File: config.mk
export PLATFORM = sky130hd
export DESIGN_NAME = axi_burst_writer
export DESIGN_NICKNAME = d
export VERILOG_FILES = /design/src/rtl/axi_defs_pkg.sv /design/src/rtl/axi_burst_len_calc.sv /design/src/rtl/axi_burst_writer.sv
export SDC_FILE = /design/constraint.sdc
export NUM_CORES = 1
export LEC_CHECK = 0
export ABC_AREA = 1
export CORE_ASPECT_RATIO = 0.9
export CORE_MARGIN = 2
export CORE_UTILIZATION = 26
export CTS_BUF_LIST = sky130_fd_sc_hd__clkbuf_4
export DETAILED_ROUTE_END_ITERATION = 16
export PLACE_DENSITY = 0.56
export SETUP_SLACK_MARGIN = 0.1
export SLEW_MARGIN = 20
export SYNTH_ARGS = -nofsm -noshare
export SYNTH_HDL_FRONTEND = slang
export SYNTH_HIERARCHICAL = 1
export SYNTH_SLANG_ARGS = --single-unit
File: constraint.sdc
create_clock -name m_axi_aclk -period 4.95 [get_ports m_axi_aclk]
set_input_delay 1.2375 -clock m_axi_aclk [delete_from_list [all_inputs] [get_ports m_axi_aclk]]
set_output_delay 1.2375 -clock m_axi_aclk [all_outputs]
set_load 0.02 [all_outputs]
File: src/rtl/axi_defs_pkg.sv
// Shared AXI4 encodings and burst-writer FSM state encoding.
package axi_defs_pkg;

  localparam logic [2:0] AXI_SIZE_4B     = 3'b010;
  localparam logic [1:0] AXI_BURST_INCR  = 2'b01;
  localparam logic [1:0] AXI_RESP_OKAY   = 2'b00;
  localparam logic [1:0] AXI_RESP_SLVERR = 2'b10;

  // Beat counts run up to 256, so one bit wider than awlen.
  localparam int BEATS_W = 9;

  localparam logic [2:0] ST_IDLE = 3'd0;
  localparam logic [2:0] ST_ADDR = 3'd1;
  localparam logic [2:0] ST_DATA = 3'd2;
  localparam logic [2:0] ST_RESP = 3'd3;
  localparam logic [2:0] ST_DONE = 3'd4;

  typedef enum logic [2:0] {
    S_IDLE = ST_IDLE,
    S_ADDR = ST_ADDR,
    S_DATA = ST_DATA,
    S_RESP = ST_RESP,
    S_DONE = ST_DONE
  } state_t;

endpackage

File: src/rtl/axi_burst_len_calc.sv
// Beats for the next burst: the smallest of words remaining, MAX_BURST and
// words left before the next 4 KB boundary.
module axi_burst_len_calc
  import axi_defs_pkg::*;
#(
  parameter int MAX_BURST = 16,
  parameter int LEN_WIDTH = 16
) (
  input  logic [11:0]          i_addrLow,
  input  logic [LEN_WIDTH-1:0] i_remaining,
  output logic [BEATS_W-1:0]   o_beats
);

  localparam int CW = (LEN_WIDTH > 11) ? LEN_WIDTH : 11;

  logic [CW-1:0] w_toBoundary;
  logic [CW-1:0] w_remaining;
  logic [CW-1:0] w_maxBurst;
  logic [CW-1:0] w_min1;
  logic [CW-1:0] w_min2;
  logic          w_unusedAddr;

  // Words to the boundary lie in 1..1024, so 11 bits always suffice.
  assign w_toBoundary = CW'(11'd1024 - {1'b0, i_addrLow[11:2]});
  assign w_remaining  = CW'(i_remaining);
  assign w_maxBurst   = CW'(MAX_BURST);
  assign w_min1       = (w_remaining < w_maxBurst) ? w_remaining : w_maxBurst;
  assign w_min2       = (w_min1 < w_toBoundary) ? w_min1 : w_toBoundary;
  assign o_beats      = BEATS_W'(w_min2);
  assign w_unusedAddr = ^i_addrLow[1:0];

endmodule

File: src/rtl/axi_burst_writer.sv
// AXI4 write-burst master: splits a (host address, word count) command plus a
// 32-bit word stream into 4 KB-safe INCR bursts, one burst outstanding.
module axi_burst_writer
  import axi_defs_pkg::*;
#(
  parameter logic [3:0] AXI_ID    = 4'd0,
  parameter int         MAX_BURST = 16,
  parameter int         LEN_WIDTH = 16
) (
  input  logic                 m_axi_aclk,
  input  logic                 m_axi_aresetn,
  input  logic                 cmd_valid,
  output logic                 cmd_ready,
  input  logic [63:0]          cmd_addr,
  input  logic [LEN_WIDTH-1:0] cmd_len,
  input  logic                 s_data_valid,
  output logic                 s_data_ready,
  input  logic [31:0]          s_data,
  output logic [3:0]           m_axi_awid,
  output logic [63:0]          m_axi_awaddr,
  output logic [7:0]           m_axi_awlen,
  output logic [2:0]           m_axi_awsize,
  output logic [1:0]           m_axi_awburst,
  output logic [3:0]           m_axi_awcache,
  output logic                 m_axi_awvalid,
  input  logic                 m_axi_awready,
  output logic [3:0]           m_axi_wid,
  output logic [31:0]          m_axi_wdata,
  output logic [3:0]           m_axi_wstrb,
  output logic                 m_axi_wlast,
  output logic                 m_axi_wvalid,
  input  logic                 m_axi_wready,
  input  logic [3:0]           m_axi_bid,
  input  logic [1:0]           m_axi_bresp,
  input  logic                 m_axi_bvalid,
  output logic                 m_axi_bready,
  output logic                 done_valid,
  output logic                 done_error
);

  state_t               r_state;
  state_t               w_nextState;
  logic [63:0]          r_addr;
  logic [LEN_WIDTH-1:0] r_remaining;
  logic [BEATS_W-1:0]   r_beats;
  logic [BEATS_W-1:0]   r_beatCnt;
  logic                 r_err;

  logic                 w_beatFire;
  logic                 w_lastBeat;
  logic                 w_bFire;
  logic [63:0]          w_nextAddr;
  logic [LEN_WIDTH-1:0] w_nextRem;
  logic [11:0]          w_calcAddr;
  logic [LEN_WIDTH-1:0] w_calcRem;
  logic [BEATS_W-1:0]   w_calcBeats;
  logic                 w_unusedInputs;

  assign w_beatFire = (r_state == S_DATA) && s_data_valid && m_axi_wready;
  assign w_lastBeat = (r_beatCnt == (r_beats - 1'b1));
  assign w_bFire    = (r_state == S_RESP) && m_axi_bvalid;
  assign w_nextAddr = r_addr + {53'd0, r_beats, 2'b00};
  assign w_nextRem  = r_remaining - LEN_WIDTH'(r_beats);

  // Burst size is computed from the values about to be latched, so it is
  // already registered when ADDR is entered.
  assign w_calcAddr = (r_state == S_IDLE) ? {cmd_addr[11:2], 2'b00} : w_nextAddr[11:0];
  assign w_calcRem  = (r_state == S_IDLE) ? cmd_len : w_nextRem;

  axi_burst_len_calc #(
    .MAX_BURST (MAX_BURST),
    .LEN_WIDTH (LEN_WIDTH)
  ) u_lenCalc (
    .i_addrLow   (w_calcAddr),
    .i_remaining (w_calcRem),
    .o_beats     (w_calcBeats)
  );

  assign m_axi_awid     = AXI_ID;
  assign m_axi_awaddr   = r_addr;
  assign m_axi_awlen    = 8'(r_beats - 1'b1);
  assign m_axi_awsize   = AXI_SIZE_4B;
  assign m_axi_awburst  = AXI_BURST_INCR;
  assign m_axi_awcache  = 4'h0;
  assign m_axi_wid      = AXI_ID;
  assign m_axi_wdata    = s_data;
  assign m_axi_wstrb    = 4'hF;
  assign w_unusedInputs = ^{m_axi_bid, cmd_addr[1:0]};

  always_ff @(posedge m_axi_aclk) begin
    if (!m_axi_aresetn) begin
      r_state     <= S_IDLE;
      r_addr      <= '0;
      r_remaining <= '0;
      r_beats     <= '0;
      r_beatCnt   <= '0;
      r_err       <= 1'b0;
    end else begin
      r_state <= w_nextState;
      case (r_state)
        S_IDLE: if (cmd_valid) begin
          r_addr      <= {cmd_addr[63:2], 2'b00};
          r_remaining <= cmd_len;
          r_beats     <= w_calcBeats;
          r_err       <= 1'b0;
        end
        S_ADDR: if (m_axi_awready) r_beatCnt <= '0;
        S_DATA: if (w_beatFire) r_beatCnt <= r_beatCnt + 1'b1;
        // An error response is recorded but the remaining bursts still go out.
        S_RESP: if (w_bFire) begin
          if (m_axi_bresp != AXI_RESP_OKAY) r_err <= 1'b1;
          r_addr      <= w_nextAddr;
          r_remaining <= w_nextRem;
          r_beats     <= w_calcBeats;
        end
        default: ;
      endcase
    end
  end

  // cmd_ready is gated by reset so nothing is offered while reset is held.
  always_comb begin
    w_nextState   = r_state;
    cmd_ready     = 1'b0;
    m_axi_awvalid = 1'b0;
    m_axi_wvalid  = 1'b0;
    s_data_ready  = 1'b0;
    m_axi_wlast   = 1'b0;
    m_axi_bready  = 1'b0;
    done_valid    = 1'b0;
    done_error    = 1'b0;
    case (r_state)
      S_IDLE: begin
        cmd_ready = m_axi_aresetn;
        if (cmd_valid) w_nextState = (cmd_len == '0) ? S_DONE : S_ADDR;
      end
      S_ADDR: begin
        m_axi_awvalid = 1'b1;
        if (m_axi_awready) w_nextState = S_DATA;
      end
      S_DATA: begin
        m_axi_wvalid = s_data_valid;
        s_data_ready = m_axi_wready;
        m_axi_wlast  = w_lastBeat;
        if (w_beatFire && w_lastBeat) w_nextState = S_RESP;
      end
      S_RESP: begin
        m_axi_bready = 1'b1;
        if (m_axi_bvalid) w_nextState = (w_nextRem == '0) ? S_DONE : S_ADDR;
      end
      S_DONE: begin
        done_valid  = 1'b1;
        done_error  = r_err;
        w_nextState = S_IDLE;
      end
      default: w_nextState = S_IDLE;
    endcase
  end

endmodule

==> results of run 1 <==
-- per-stage QoR --
stage                     util, %  instance area (µm²)  hold slack [ns]  cells
after global placement       31.3                11000            0.457   2115
final                        31.8                11100            0.481   2133
after CTS                    31.8                11100            0.483   2131
after global routing         31.8                11100            0.539   2133
after detailed placement     31.3                11000            0.463   2115
after floorplan                 -                 9290            0.449   1579
-- critical path, delay by kind of cell, from the launching register on --
family | cells | cell delay [ns]
AO/OA/AOI/OAI | 3 | 0.33
adder cells (fa/ha/maj) | 2 | 0.66
buffers and inverters | 2 | 0.18
flip-flops | 1 | 0.45
AND/OR/NAND/NOR | 22 | 2.53
-- final timing paths --
check                           slack (ns)          to  depth (start not counted)
worst max register to register        0.65  r_beats[3]                         29
worst min-delay path                  0.48       r_err                          2
worst max-delay path                  0.65  r_beats[3]                         29
worst min register to register        0.48       r_err                          2
-- cells by family after synthesis --
family,synth area share [%]
adders and majority gates,4.66
AOI/OAI and AO/OA,16.1
and+or+nand+nor,40.8
other,0.123
buffers and inverters,13.5
xor gates and xnor gates,2.94
DFF,21.8
-- power breakdown --
part	switching [mW]	total, mW	internal (mW)
Clock	0.355	0.526	0.170
Sequential	0.480	1.57	1.09
Combinational	2.87	4.50	1.62
-- state kept, by name, indices dropped and copies added, names as in the netlist --
register	flops
r_state	3
r_remaining	16
m_axi_awaddr	62
r_beatCnt	9
r_beats	9
r_err	1
-- layer usage --
metal	GRT usage, %	routed length [µm]	share of wire, %
met1	28.0	17800	50
met2	28.7	14800	41
met3	3.89	2590	7.3
met4	3.65	404	1.1
met5	0	0	0
-- repair_timing --
action,CTS,global route
gates resized for setup,0,1
endpoints found under the setup margin,0,1
hold buffers,0,0
hold endpoints to repair,0,0
-- placed cells by master, fill, tap and decap left out, types with 7 or more instances in the layout --
cell type                           n
sky130_fd_sc_hd__a21oi_1          127
sky130_fd_sc_hd__nor3_2             8
sky130_fd_sc_hd__buf_4             10
sky130_fd_sc_hd__dfxtp_1           99
sky130_fd_sc_hd__xor2_1            14
sky130_fd_sc_hd__nand4_1           33
sky130_fd_sc_hd__nand2_1          414
sky130_fd_sc_hd__o211ai_1          18
sky130_fd_sc_hd__a221oi_1           7
sky130_fd_sc_hd__or2_2              7
sky130_fd_sc_hd__xnor2_1           15
sky130_fd_sc_hd__clkbuf_4          10
sky130_fd_sc_hd__conb_1            29
sky130_fd_sc_hd__a211oi_1           8
sky130_fd_sc_hd__inv_1            152
sky130_fd_sc_hd__ha_1              31
sky130_fd_sc_hd__nand3_1          117
sky130_fd_sc_hd__nor4_1            11
sky130_fd_sc_hd__nor2_1           192
sky130_fd_sc_hd__clkdlybuf4s50_1  164
sky130_fd_sc_hd__nor3_1            28
sky130_fd_sc_hd__nand3b_1          13
sky130_fd_sc_hd__o21ai_0           84
-- area by class of cell --
cell class | instances | area [µm²] | area share, %
Antenna cell | 2 | 5.00 | 0.0450
Clock buffer | 10 | 75.1 | 0.675
Clock inverter | 6 | 77.6 | 0.698
Inverter | 158 | 593 | 5.33
Multi-Input combinational cell | 1214 | 6060 | 54.5
Sequential cell | 100 | 2000 | 18.0
Tap cell | 469 | 587 | 5.28
Timing Repair Buffer | 174 | 1720 | 15.4
==> summary.json, run 1 <==
{
  "outcome": {"value": "finished clean"},
  "wire_length_of_the_first_global_routing_pass": {"value": 54900, "unit": "µm"},
  "setup.worst_path.start_class": {"value": "register"},
  "syn_to_final_growth": {"value": 21.0, "unit": "%"},
  "vias": {"value": 10255},
  "holdCritPathClass": {"value": "reg2reg"},
  "setup_repair_after_global_routing_missed_its_margin": {"value": "no"},
  "seq_area_frac_synth": {"value": 21.8, "unit": "%"},
  "post-synth-top-area-cell": {"value": "sky130_fd_sc_hd__dfxtp_1"},
  "min-delay-start": {"value": "r_err"},
  "fillerInstances": {"value": 3953},
  "post-route-period-util": {"value": 86.9, "unit": "%"},
  "grt_start_max_net_pins": {"value": 82},
  "most_numerous_cell_in_the_yosys_netlist": {"value": "sky130_fd_sc_hd__nand2_1"},
  "finalWeightedCongestion": {"value": 0.928},
  "detailedPlace.worstSlack": {"value": 0.528, "unit": "ns"},
  "synth_enable_flop_cells": {"value": 0},
  "cpMostUsedCell": {"value": "sky130_fd_sc_hd__nand2_1"},
  "min_period": {"value": 4.30, "unit": "ns"},
  "worstPathArrival": {"value": 4.67, "unit": "ns"},
  "drv.max_cap_violation_count": {"value": 0},
  "synthesis.area_per_instance": {"value": 5.92, "unit": "µm²"},
  "cts_post_setup_buffers_inserted": {"value": 0},
  "timing.final.hold_violations": {"value": 0},
  "dp_hpwl": {"value": 27900, "unit": "µm"},
  "synth.distinct_cells": {"value": 52},
  "critical_path.endpoint_type": {"value": "register"},
  "critPathLaunch": {"value": "r_beats[2]"},
  "largest_incremental_delay_on_the_critical_path": {"value": 0.45, "unit": "ns"},
  "setup_viol_count_final": {"value": 0},
  "final_layout_size_suffix_gt1_share": {"value": 4.27, "unit": "%"},
  "cts.sinks": {"value": 100},
  "max_freq": {"value": 232, "unit": "MHz"},
  "final.setup.tns": {"value": 0, "unit": "ns"},
  "cts_htree_levels": {"value": 3},
  "clk_pin_slew": {"value": 0.19, "unit": "ns"},
  "critical_path_peak_fanout": {"value": 10},
  "most_common_library_cells_after_synthesis": {"value": "sky130_fd_sc_hd__nand2_1 (414), sky130_fd_sc_hd__nor2_1 (192), sky130_fd_sc_hd__inv_1 (153)"},
  "cts_root_buf": {"value": "sky130_fd_sc_hd__clkbuf_4"},
  "ir_drop": {"value": 0.174, "unit": "mV"},
  "category_of_the_critical_setup_timing_path": {"value": "reg2reg"},
  "ys_top_cells_by_area": {"value": "sky130_fd_sc_hd__dfxtp_1 (22%), sky130_fd_sc_hd__nand2_1 (17%), sky130_fd_sc_hd__nor2_1 (7.8%), sky130_fd_sc_hd__a21oi_1 (6.9%), sky130_fd_sc_hd__nand3_1 (6.4%)"},
  "die-area": {"value": 36900, "unit": "µm²"},
  "standard_cell_with_the_maximum_stage_delay_on_the_critical_path": {"value": "sky130_fd_sc_hd__dfxtp_1"},
  "floorplan.core_area": {"value": 35000, "unit": "µm²"},
  "yosysTopAreaCellShare": {"value": 21.8, "unit": "%"},
  "detail_route.iter0.violations": {"value": 764},
  "vias_per_cell": {"value": 4.81},
  "post-layout-total-power": {"value": 6.60, "unit": "mW"},
  "nets": {"value": 1815},
  "tightest_slew_margin_relative_to_the_limit": {"value": 41.6, "unit": "%"},
  "synth.ff_latch_count": {"value": 100},
  "io_pins": {"value": 258},
  "first_global_vias": {"value": 9644},
  "cts_tree": {"value": "yes"},
  "ant_nets": {"value": 0},
  "cell_count_after_synthesis": {"value": 1553},
  "report.final.slew_viol_count": {"value": 0},
  "chip_height": {"value": 182, "unit": "µm"},
  "initial_core_util": {"value": 26.3, "unit": "%"},
  "synth_area": {"value": 9190, "unit": "µm²"},
  "async_reset_ff_share": {"value": 0, "unit": "%"},
  "post_drt_wl_per_cell": {"value": 16.7, "unit": "µm"},
  "pwr_density_cell": {"value": 593, "unit": "nW/µm²"},
  "gr-usage-all-layers": {"value": 19.1, "unit": "%"},
  "cp.required": {"value": 5.32, "unit": "ns"},
  "clock-skew-final": {"value": 0.0379, "unit": "ns"},
  "p_leak": {"value": 4.34, "unit": "nW"},
  "tightestPinTransition": {"value": 0.876, "unit": "ns"},
  "die_width": {"value": 202, "unit": "µm"},
  "timing.rr.start": {"value": "r_beats[2]"},
  "gr-total-overflow": {"value": 0},
  "num_rows": {"value": 65},
  "wl": {"value": 35600, "unit": "µm"},
  "io_buffers": {"value": 164},
  "drt_pass1_iterations": {"value": 6},
  "yosys_warnings": {"value": 6},
  "tritoncts.num_buffers": {"value": 9},
  "number_of_antenna_violations_at_the_first_check_in_global_routing": {"value": 1},
  "finalWorstSetupSlack": {"value": 0.648, "unit": "ns"},
  "synth-main-ff-cell": {"value": "sky130_fd_sc_hd__dfxtp_1"},
  "drc_errors": {"value": 0},
  "max-clock-path-buffers": {"value": 2},
  "clk_latency": {"value": 0.52, "unit": "ns"}
}
No activity file was read; power rests on OpenSTA's default activity.
==> run 2, diff against run 1 <==
--- a/config.mk
+++ b/config.mk
@@ -11,6 +11,7 @@
 export CORE_UTILIZATION = 26
 export CTS_BUF_LIST = sky130_fd_sc_hd__clkbuf_4
 export DETAILED_ROUTE_END_ITERATION = 16
+export GPL_ROUTABILITY_DRIVEN = 0
 export PLACE_DENSITY = 0.56
 export SETUP_SLACK_MARGIN = 0.1
 export SLEW_MARGIN = 20
==> run 2 against run 1 <==
Against the previous run: final area fell by 0.24%; clock power fell by 11%; flip-flop and latch count did not move.
==> summary.json, run 2 (synthesis gave the netlist of run 1 again) <==
{
  "outcome": {"value": "finished clean"},
  "cts_htree_levels": {"value": 3, "change": "unchanged"},
  "dp_hpwl": {"value": 27200, "unit": "µm", "change": "-2.5%"},
  "cp_cell_sequence": {"value": "inv_1 -> ha_1 -> nand2_1 -> nand2_1 -> nand2_1 -> nor2_1 -> nor2_1 -> nand3_1 -> nor2_1 -> nand2_1 -> nor2_1 -> clkdlybuf4s50_1"},
  "p_clk_share": {"value": 7.2, "unit": "%", "change": "-0.8 points"},
  "cp_top_family": {"value": "simple AND/OR/NAND/NOR gates"},
  "post_drt_wl_per_cell": {"value": 16.3, "unit": "µm", "change": "-2.4%"},
  "clk_latency": {"value": 0.55, "unit": "ns", "change": "+0.03 ns"},
  "cts_post_setup_buffers_inserted": {"value": 0, "change": "unchanged"},
  "wire_length_of_the_first_global_routing_pass": {"value": 54200, "unit": "µm", "change": "-1.3%"},
  "detailedPlace.worstSlack": {"value": 0.582, "unit": "ns", "change": "+0.0534 ns"},
  "clk_pin_slew": {"value": 0.18, "unit": "ns", "change": "about the same"},
  "holdBufCountCts": {"value": 0, "change": "unchanged"},
  "vias": {"value": 10279, "change": "+0.23%"},
  "category_of_the_critical_setup_timing_path": {"value": "reg2out"},
  "vias_per_cell": {"value": 4.82, "change": "+0.33%"},
  "critical_path_peak_fanout": {"value": 5, "change": "-5"},
  "cell_internal_power_dissipation": {"value": 2.83, "unit": "mW", "change": "-2.0%"},
  "power.switching": {"value": 3.69, "unit": "mW", "change": "-0.49%"},
  "pwr_density_cell": {"value": 588, "unit": "nW/µm²", "change": "-0.91%"},
  "post_cts_resize_count": {"value": 0, "change": "unchanged"},
  "regToRegSetupSlack": {"value": 0.84, "unit": "ns", "change": "+0.19 ns"},
  "largest_register_ff_count": {"value": 62, "change": "unchanged"},
  "first_global_vias": {"value": 9743, "change": "+1.0%"},
  "report.final.slew_viol_count": {"value": 0, "change": "unchanged"},
  "most_common_cell_after_layout_fill_and_taps_aside": {"value": "sky130_fd_sc_hd__nand2_1"},
  "floorplan.core_area": {"value": 35000, "unit": "µm²", "change": "unchanged"},
  "post-route-period-util": {"value": 86.3, "unit": "%", "change": "-0.59 points"},
  "final_layout_size_suffix_gt1_share": {"value": 4.15, "unit": "%", "change": "-0.12 points"},
  "cts_root_buf": {"value": "sky130_fd_sc_hd__clkbuf_4"},
  "gr-total-overflow": {"value": 0, "change": "unchanged"},
  "initial_core_util": {"value": 26.3, "unit": "%", "change": "unchanged"},
  "tightest_slew_margin_relative_to_the_limit": {"value": 35.0, "unit": "%", "change": "-6.6 points"},
  "ir_drop": {"value": 0.195, "unit": "mV", "change": "+12%"},
  "num_rows": {"value": 65, "change": "unchanged"},
  "detail_route.iter0.violations": {"value": 874, "change": "+14%"},
  "layout.cells.most_common_list": {"value": "sky130_fd_sc_hd__nand2_1 (414), sky130_fd_sc_hd__nor2_1 (192), sky130_fd_sc_hd__clkdlybuf4s50_1 (164)"},
  "nets": {"value": 1814, "change": "-0.055%"},
  "die-area": {"value": 36900, "unit": "µm²", "change": "unchanged"},
  "wl": {"value": 34700, "unit": "µm", "change": "-2.5%"},
  "power.share.combinational": {"value": 68.8, "unit": "%", "change": "+0.6 points"},
  "clock-skew-final": {"value": 0.0372, "unit": "ns", "change": "-0.000726 ns"},
  "placed_cell_area": {"value": 11000, "unit": "µm²", "change": "about the same"},
  "switching_share": {"value": 56.6, "unit": "%", "change": "+0.37 points"},
  "standard_cell_with_the_maximum_stage_delay_on_the_critical_path": {"value": "sky130_fd_sc_hd__clkdlybuf4s50_1"},
  "crit_buf_inv": {"value": 2, "change": "unchanged"},
  "finalWorstSetupSlack": {"value": 0.677, "unit": "ns", "change": "+0.0294 ns"},
  "chip_height": {"value": 182, "unit": "µm", "change": "unchanged"},
  "post-layout-total-power": {"value": 6.52, "unit": "mW", "change": "-1.1%"},
  "worstPathArrival": {"value": 3.04, "unit": "ns", "change": "-1.63 ns"},
  "final.setup.tns": {"value": 0, "unit": "ns", "change": "unchanged"},
  "tritoncts.num_buffers": {"value": 9, "change": "unchanged"},
  "drt_pass1_iterations": {"value": 5, "change": "-1"},
  "cts_tree": {"value": "yes"},
  "syn_to_final_growth": {"value": 20.7, "unit": "%"},
  "grt_start_max_net_pins": {"value": 76, "change": "-7.3%"},
  "drv.max_cap_violation_count": {"value": 0, "change": "unchanged"},
  "max-clock-path-buffers": {"value": 2, "change": "unchanged"},
  "global_route.usage.met1": {"value": 26.7, "unit": "%", "change": "-1.3 points"},
  "io_pins": {"value": 258, "change": "unchanged"},
  "setup.worst_path.start_class": {"value": "register"},
  "min_period": {"value": 4.27, "unit": "ns", "change": "-0.0294 ns"},
  "setup_viol_count_final": {"value": 0, "change": "unchanged"},
  "tightestPinTransition": {"value": 0.973, "unit": "ns", "change": "+0.0973 ns"},
  "grt_use_met2": {"value": 28.2, "unit": "%", "change": "-0.55 points"},
  "grt_use_met3": {"value": 3.89, "unit": "%", "change": "unchanged"},
  "power.share.sequential": {"value": 24.0, "unit": "%", "change": "about the same"},
  "number_of_antenna_violations_at_the_first_check_in_global_routing": {"value": 1, "change": "unchanged"},
  "layout.cell_area.non_filler": {"value": 11100, "unit": "µm²", "change": "-0.24%"},
  "ant_nets": {"value": 0, "change": "unchanged"},
  "critical_path.endpoint_type": {"value": "output pin"},
  "max_freq": {"value": 234, "unit": "MHz", "change": "+0.69%"},
  "timing.final.hold_violations": {"value": 0, "change": "unchanged"},
  "setup_repair_after_global_routing_missed_its_margin": {"value": "no"},
  "drc_errors": {"value": 0, "change": "unchanged"},
  "busiest_layer": {"value": "met2"},
  "gr-usage-all-layers": {"value": 18.6, "unit": "%", "change": "-0.44 points"},
  "die_width": {"value": 202, "unit": "µm", "change": "unchanged"},
  "io_buffers": {"value": 164, "change": "unchanged"},
  "cp.required": {"value": 3.71, "unit": "ns", "change": "-1.61 ns"},
  "p_leak": {"value": 4.32, "unit": "nW", "change": "-0.33%"},
  "holdCritPathClass": {"value": "reg2reg"},
  "largest_incremental_delay_on_the_critical_path": {"value": 0.62, "unit": "ns", "change": "+0.17 ns"},
  "cts.sinks": {"value": 100, "change": "unchanged"}
}
## run 2: per-stage QoR
step           std cells  util, %  hold slack (ns)
2_1_floorplan       1579        -            0.449
3_3_place_gp        2114     31.3            0.458
3_5_place_dp        2114     31.3            0.473
4_1_cts             2130     31.7            0.498
5_1_grt             2131     31.7            0.539
6_report            2131     31.7            0.493
## run 2: final timing paths
kind,startpoint,endpoint,cells after the start
hold / removal,r_err,r_err,2
hold reg to reg,r_err,r_err,2
setup reg to reg,r_beats[2],r_beats[0],27
setup / recovery,r_beats[1],m_axi_wlast,12
## run 2: area by class of cell
class                      instances  area (µm²)
multi-input combinational       1214        6060
antenna                            1        2.50
clock inverter                     7        70.1
tap                              469         587
inverter                         158         593
fill                            3934       23900
timing repair buffer             173        1710
sequential                       100        2000
clock buffer                       9        67.6
## run 2: per-layer routing
metal  share of wire, %  vias up
li1                   -     5243
met1                 50     4725
met2                 41      277
met3                6.9       34
met4                1.7        0
met5                  0        -
## run 2: worst reg2reg max path, stage by stage (launching register included)
cell	delay, ns
sky130_fd_sc_hd__dfxtp_1	0.45
sky130_fd_sc_hd__inv_1	0.13
sky130_fd_sc_hd__ha_1	0.38
sky130_fd_sc_hd__or2_2	0.35
sky130_fd_sc_hd__nand3_1	0.11
sky130_fd_sc_hd__nand2_1	0.07
sky130_fd_sc_hd__nand2_1	0.13
sky130_fd_sc_hd__nand3_1	0.11
sky130_fd_sc_hd__nand2_1	0.12
sky130_fd_sc_hd__o21ai_0	0.08
sky130_fd_sc_hd__nor2_1	0.14
sky130_fd_sc_hd__nand2_1	0.08
sky130_fd_sc_hd__nor2_1	0.20
sky130_fd_sc_hd__nand2_1	0.21
sky130_fd_sc_hd__nor2_1	0.21
sky130_fd_sc_hd__ha_1	0.26
sky130_fd_sc_hd__nand2_1	0.06
sky130_fd_sc_hd__inv_1	0.03
sky130_fd_sc_hd__nand2_1	0.05
sky130_fd_sc_hd__nand2_1	0.05
sky130_fd_sc_hd__nand2_1	0.06
sky130_fd_sc_hd__nand2_1	0.06
sky130_fd_sc_hd__nand2_2	0.18
sky130_fd_sc_hd__nand2_2	0.12
sky130_fd_sc_hd__nand2_1	0.07
sky130_fd_sc_hd__nand2_1	0.06
sky130_fd_sc_hd__o21ai_0	0.16
sky130_fd_sc_hd__a21oi_1	0.06
## run 2: power by group through the flow
stage	registers [mW]	clock network, mW	logic [mW]
finish	1.56	0.469	4.49
global route	1.61	0.513	5.08
CTS	1.55	0.485	4.50
detailed placement	1.57	0	4.48
global placement	1.56	0	4.42
floorplan	1.63	0	2.97
==> run 3, diff against run 2 <==
--- a/config.mk
+++ b/config.mk
@@ -5,14 +5,14 @@
 export SDC_FILE = /design/constraint.sdc
 export NUM_CORES = 1
 export LEC_CHECK = 0
-export ABC_AREA = 1
 export CORE_ASPECT_RATIO = 0.9
 export CORE_MARGIN = 2
 export CORE_UTILIZATION = 26
 export CTS_BUF_LIST = sky130_fd_sc_hd__clkbuf_4
 export DETAILED_ROUTE_END_ITERATION = 16
 export GPL_ROUTABILITY_DRIVEN = 0
-export PLACE_DENSITY = 0.56
+export PLACE_DENSITY = 0.57
+export RECOVER_POWER = 50
 export SETUP_SLACK_MARGIN = 0.1
 export SLEW_MARGIN = 20
 export SYNTH_ARGS = -nofsm -noshare
==> run 3 against run 2 <==
Against the previous run: the flow now finishes with violations (capacitance limit, slew limit); clock-buffer cell count increased by 1; global-route usage decreased by 0.32 points; synthesized cell count decreased by 26%; cell count decreased by 22%; routed wire length decreased by 10%; flip-flop and latch count unchanged; critical path type is now reg2reg; critical endpoint is now r_beats[1].
==> summary.json, run 3 <==
{
  "gr-total-overflow": {"value": 0, "change": "unchanged"},
  "cell_internal_power_dissipation": {"value": 2.36, "unit": "mW", "change": "-17%"},
  "synthesis.area_per_instance": {"value": 7.16, "unit": "µm²", "change": "+21%"},
  "max-clock-path-buffers": {"value": 2, "change": "unchanged"},
  "worstPathArrival": {"value": 4.91, "unit": "ns", "change": "+1.87 ns"},
  "timing.rr.start": {"value": "r_beats[4]"},
  "most_numerous_cell_in_the_yosys_netlist": {"value": "sky130_fd_sc_hd__nand2_1"},
  "placed_cells": {"value": 1640, "change": "-22%"},
  "post_layout_nonfiller_instances": {"value": 1659, "change": "-22%"},
  "top_signal_layer_used": {"value": "met4"},
  "clk_pin_slew": {"value": 0.19, "unit": "ns", "change": "about the same"},
  "die_width": {"value": 191, "unit": "µm", "change": "-5.3%"},
  "ir_drop": {"value": 0.183, "unit": "mV", "change": "-6.1%"},
  "report.final.slew_viol_count": {"value": 35, "change": "+35"},
  "hold-path-cell-count": {"value": 2, "change": "unchanged"},
  "dp_hpwl": {"value": 22700, "unit": "µm", "change": "-17%"},
  "min_period": {"value": 4.54, "unit": "ns", "change": "+0.267 ns"},
  "switching_share": {"value": 50.5, "unit": "%", "change": "-6.1 points"},
  "drc_errors": {"value": 0, "change": "unchanged"},
  "ff_latch_area": {"value": 2010, "unit": "µm²", "change": "+0.19%"},
  "ys_top_cells_by_area": {"value": "sky130_fd_sc_hd__dfxtp_1 (24%), sky130_fd_sc_hd__nand2_1 (5.8%), sky130_fd_sc_hd__a21oi_1 (5.6%), sky130_fd_sc_hd__nor2_1 (5.3%), sky130_fd_sc_hd__buf_4 (5.0%)"},
  "setup.worst_path.start_class": {"value": "register"},
  "chip_height": {"value": 173, "unit": "µm", "change": "-5.3%"},
  "final.setup.tns": {"value": 0, "unit": "ns", "change": "unchanged"},
  "wl_met1": {"value": 14400, "unit": "µm", "change": "-17%"},
  "post-route-period-util": {"value": 91.7, "unit": "%", "change": "+5.4 points"},
  "clock-skew-final": {"value": 0.0290, "unit": "ns", "change": "-0.00816 ns"},
  "cts_root_buf": {"value": "sky130_fd_sc_hd__clkbuf_4"},
  "post_drt_wl_per_cell": {"value": 18.7, "unit": "µm", "change": "+15%"},
  "seq_area_frac_synth": {"value": 24.3, "unit": "%", "change": "+2.6 points"},
  "regToRegSetupSlack": {"value": 0.41, "unit": "ns", "change": "-0.43 ns"},
  "critical_path_peak_fanout": {"value": 6, "change": "+1"},
  "yosysTopAreaCellShare": {"value": 24.3, "unit": "%", "change": "+2.6 points"},
  "first_global_vias": {"value": 8208, "change": "-16%"},
  "fillerInstances": {"value": 3405, "change": "-13%"},
  "wl": {"value": 31000, "unit": "µm", "change": "-10%"},
  "cell_count_after_synthesis": {"value": 1148, "change": "-26%"},
  "critical_path.endpoint_type": {"value": "register"},
  "whs": {"value": 0.463, "unit": "ns", "change": "-0.0302 ns"},
  "setup_viol_count_final": {"value": 0, "change": "unchanged"},
  "yosys.area_share.xor_xnor": {"value": 5.13, "unit": "%", "change": "+2.2 points"},
  "io_buffers": {"value": 164, "change": "unchanged"},
  "synth.area.mux_share": {"value": 1.42, "unit": "%", "change": "+1.4 points"},
  "cp.required": {"value": 5.32, "unit": "ns", "change": "+1.61 ns"},
  "synth-main-ff-cell": {"value": "sky130_fd_sc_hd__dfxtp_1"},
  "synth_enable_flop_cells": {"value": 0, "change": "unchanged"},
  "async_reset_ff_share": {"value": 0, "unit": "%", "change": "unchanged"},
  "category_of_the_critical_setup_timing_path": {"value": "reg2reg"},
  "hold_path_end": {"value": "r_err"},
  "most_common_library_cells_after_synthesis": {"value": "sky130_fd_sc_hd__nand2_1 (127), sky130_fd_sc_hd__nor2_1 (116), sky130_fd_sc_hd__dfxtp_1 (100)"},
  "floorplan.core_area": {"value": 31000, "unit": "µm²", "change": "-11%"},
  "outcome": {"value": "finished, violations left"},
  "wire_length_of_the_first_global_routing_pass": {"value": 47900, "unit": "µm", "change": "-12%"},
  "io_pins": {"value": 258, "change": "unchanged"},
  "nets": {"value": 1402, "change": "-23%"},
  "pwr_density_cell": {"value": 470, "unit": "nW/µm²", "change": "-20%"},
  "synth.distinct_cells": {"value": 84, "change": "+62%"},
  "number_of_antenna_violations_at_the_first_check_in_global_routing": {"value": 1, "change": "unchanged"},
  "max_freq": {"value": 220, "unit": "MHz", "change": "-5.9%"},
  "power.switching": {"value": 2.41, "unit": "mW", "change": "-35%"},
  "cts.sinks": {"value": 100, "change": "unchanged"},
  "tightestPinTransition": {"value": 2.66, "unit": "ns", "change": "+1.69 ns"},
  "cts_tree": {"value": "yes"},
  "ant_nets": {"value": 0, "change": "unchanged"},
  "holdBufCountCts": {"value": 0, "change": "unchanged"},
  "p_clk_share": {"value": 9.7, "unit": "%", "change": "+2.5 points"},
  "min-delay-start": {"value": "r_err"},
  "timing.final.hold_violations": {"value": 0, "change": "unchanged"},
  "gr-usage-all-layers": {"value": 18.3, "unit": "%", "change": "-0.32 points"},
  "power.share.combinational": {"value": 65.2, "unit": "%", "change": "-3.6 points"},
  "detail_route.iter0.violations": {"value": 707, "change": "-19%"},
  "syn_to_final_growth": {"value": 23.4, "unit": "%"},
  "drv.max_cap_violation_count": {"value": 1, "change": "+1"},
  "post-synth-top-area-cell": {"value": "sky130_fd_sc_hd__dfxtp_1"},
  "synth_fa_ha_area_share": {"value": 5.20, "unit": "%", "change": "+0.55 points"},
  "yosys_warnings": {"value": 6, "change": "unchanged"},
  "synth_simple_gate_area_share": {"value": 27.2, "unit": "%", "change": "-14 points"},
  "initial_core_util": {"value": 26.5, "unit": "%", "change": "+0.26 points"},
  "p_leak": {"value": 3.83, "unit": "nW", "change": "-12%"},
  "vias": {"value": 8829, "change": "-14%"},
  "power.share.sequential": {"value": 25.1, "unit": "%", "change": "+1.1 points"},
  "multi_input_comb_area": {"value": 5510, "unit": "µm²", "change": "-9.0%"},
  "synth_compound_area_share": {"value": 26.2, "unit": "%", "change": "+10 points"},
  "synth_area": {"value": 8220, "unit": "µm²", "change": "-11%"},
  "largest_register_ff_count": {"value": 62, "change": "unchanged"},
  "post-layout-total-power": {"value": 4.77, "unit": "mW", "change": "-27%"},
  "routed-wl-met2": {"value": 13900, "unit": "µm", "change": "-3.1%"},
  "most_common_cell_after_layout_fill_and_taps_aside": {"value": "sky130_fd_sc_hd__nand2_1"},
  "failed_checks": {"value": "capacitance limit, slew limit"},
  "ff2ff_path_depth": {"value": 22, "change": "-19%"},
  "tritoncts.num_buffers": {"value": 9, "change": "unchanged"},
  "holdCritPathClass": {"value": "reg2reg"},
  "drt_pass1_iterations": {"value": 6, "change": "+1"},
  "num_rows": {"value": 61, "change": "-6.2%"},
  "grt_start_max_net_pins": {"value": 70, "change": "-7.9%"},
  "tightest_slew_margin_relative_to_the_limit": {"value": -78.1, "unit": "%", "change": "-110 points"},
  "met3_wirelength": {"value": 2240, "unit": "µm", "change": "-6.7%"},
  "timing.rr.end": {"value": "r_beats[1]"},
  "layout.cells.most_common_list": {"value": "sky130_fd_sc_hd__nand2_1 (127), sky130_fd_sc_hd__nor2_1 (116), sky130_fd_sc_hd__clkdlybuf4s50_1 (107)"},
  "die-area": {"value": 33100, "unit": "µm²", "change": "-10%"},
  "vias_per_cell": {"value": 5.32, "change": "+10%"},
  "final_layout_size_suffix_gt1_share": {"value": 6.49, "unit": "%", "change": "+2.3 points"},
  "synth.ff_latch_count": {"value": 100, "change": "unchanged"},
  "setup_repair_after_global_routing_missed_its_margin": {"value": "no"},
  "critPathLaunch": {"value": "r_beats[4]"},
  "cts_htree_levels": {"value": 3, "change": "unchanged"},
  "clk_latency": {"value": 0.51, "unit": "ns", "change": "-0.04 ns"},
  "largest_family_of_logic_cells_by_synthesized_area": {"value": "simple AND/OR/NAND/NOR gates"}
}
-- run 3: changes by cell type after synthesis, moves of 12 or more --
cell and delta:
sky130_fd_sc_hd__o21ai_0 -13, sky130_fd_sc_hd__nor4_1 +12, sky130_fd_sc_hd__a21oi_1 -35, sky130_fd_sc_hd__clkbuf_1 +34
sky130_fd_sc_hd__nor2_1 -76, sky130_fd_sc_hd__a311oi_1 +18, sky130_fd_sc_hd__nand3_1 -69, sky130_fd_sc_hd__inv_1 -122
sky130_fd_sc_hd__nand2_1 -287, sky130_fd_sc_hd__and3_1 +17, sky130_fd_sc_hd__a211oi_1 +19
-- run 3: kinds of logic (layout without fill, tap and decap cells) --
group | count (synthesis) | after routing
simple gates | 460 | 460
fa+ha+maj | 33 | 33
flops | 100 | 100
buf+inv | 166 | 241
mux | 11 | 11
other cells | 3 | 30
xor+xnor | 45 | 45
compound gates | 330 | 330
-- run 3: worst max-delay path by stage --
stage	end	slack, ns	cells after the start
finish	r_beats[1]	0.41	22
global route	r_beats[8]	0.13	22
CTS	r_beats[1]	0.19	22
detailed placement	r_beats[1]	0.23	22
global placement	r_beats[1]	0.31	22
floorplan	r_beats[1]	0.43	24
-- run 3: cell type report --
cell class                 count  share of cell area [%]
antenna                        1                  0.0247
sequential                   100                    19.8
clock buffer                  10                   0.740
timing repair buffer         192                    18.3
tap                          409                    5.04
clock inverter                 6                   0.543
multi-input combinational    908                    54.3
inverter                      33                    1.25
-- run 3: power groups by stage --
stage | Combinational [mW] | Clock [mW] | Sequential (mW)
floorplan | 1.99 | 0 | 1.28
global placement | 3.05 | 0 | 1.21
detailed placement | 3.08 | 0 | 1.21
CTS | 3.09 | 0.482 | 1.20
global route | 3.41 | 0.509 | 1.23
finish | 3.11 | 0.462 | 1.20
-- run 3: what timing repair did --
| action | in CTS | in global routing |
|---|---|---|
| gates resized for setup | 0 | 12 |
| pin swaps | 1 | 2 |
| setup buffers | 1 | 1 |
| setup endpoints to repair | 1 | 10 |
-- run 3: routing by layer --
metal	GRT usage, %	vias up
li1	-	4299
met1	26.0	4169
met2	28.3	329
met3	3.43	32
met4	4.55	0
met5	0	-
-- run 3: metrics by stage --
stage	worst slack (ns)	cell area (µm²)	utilization, %
2_1_floorplan	0.426	8320	-
4_1_cts	0.194	10100	32.6
6_report	0.410	10100	32.7
3_3_place_gp	0.306	9960	32.1
5_1_grt	0.127	10100	32.7
3_5_place_dp	0.229	9960	32.1
-- run 3: worst max-delay path, stage by stage, from the launching register on --
cell,delay [ns]
sky130_fd_sc_hd__dfxtp_2,0.46
sky130_fd_sc_hd__inv_1,0.12
sky130_fd_sc_hd__ha_1,0.32
sky130_fd_sc_hd__a21o_1,0.22
sky130_fd_sc_hd__a21oi_2,0.22
sky130_fd_sc_hd__a31oi_2,0.13
sky130_fd_sc_hd__o21ai_1,0.18
sky130_fd_sc_hd__nand2_1,0.10
sky130_fd_sc_hd__nor3_1,0.22
sky130_fd_sc_hd__xnor2_1,0.19
sky130_fd_sc_hd__a21oi_1,0.12
sky130_fd_sc_hd__nor4_2,0.31
sky130_fd_sc_hd__and3_2,0.26
sky130_fd_sc_hd__nand2_1,0.10
sky130_fd_sc_hd__inv_1,0.07
sky130_fd_sc_hd__ha_1,0.24
sky130_fd_sc_hd__a21o_1,0.16
sky130_fd_sc_hd__a21oi_1,0.18
sky130_fd_sc_hd__o22ai_2,0.13
sky130_fd_sc_hd__a21oi_4,0.23
sky130_fd_sc_hd__mux2_4,0.32
sky130_fd_sc_hd__nand2_1,0.06
sky130_fd_sc_hd__a21oi_1,0.06
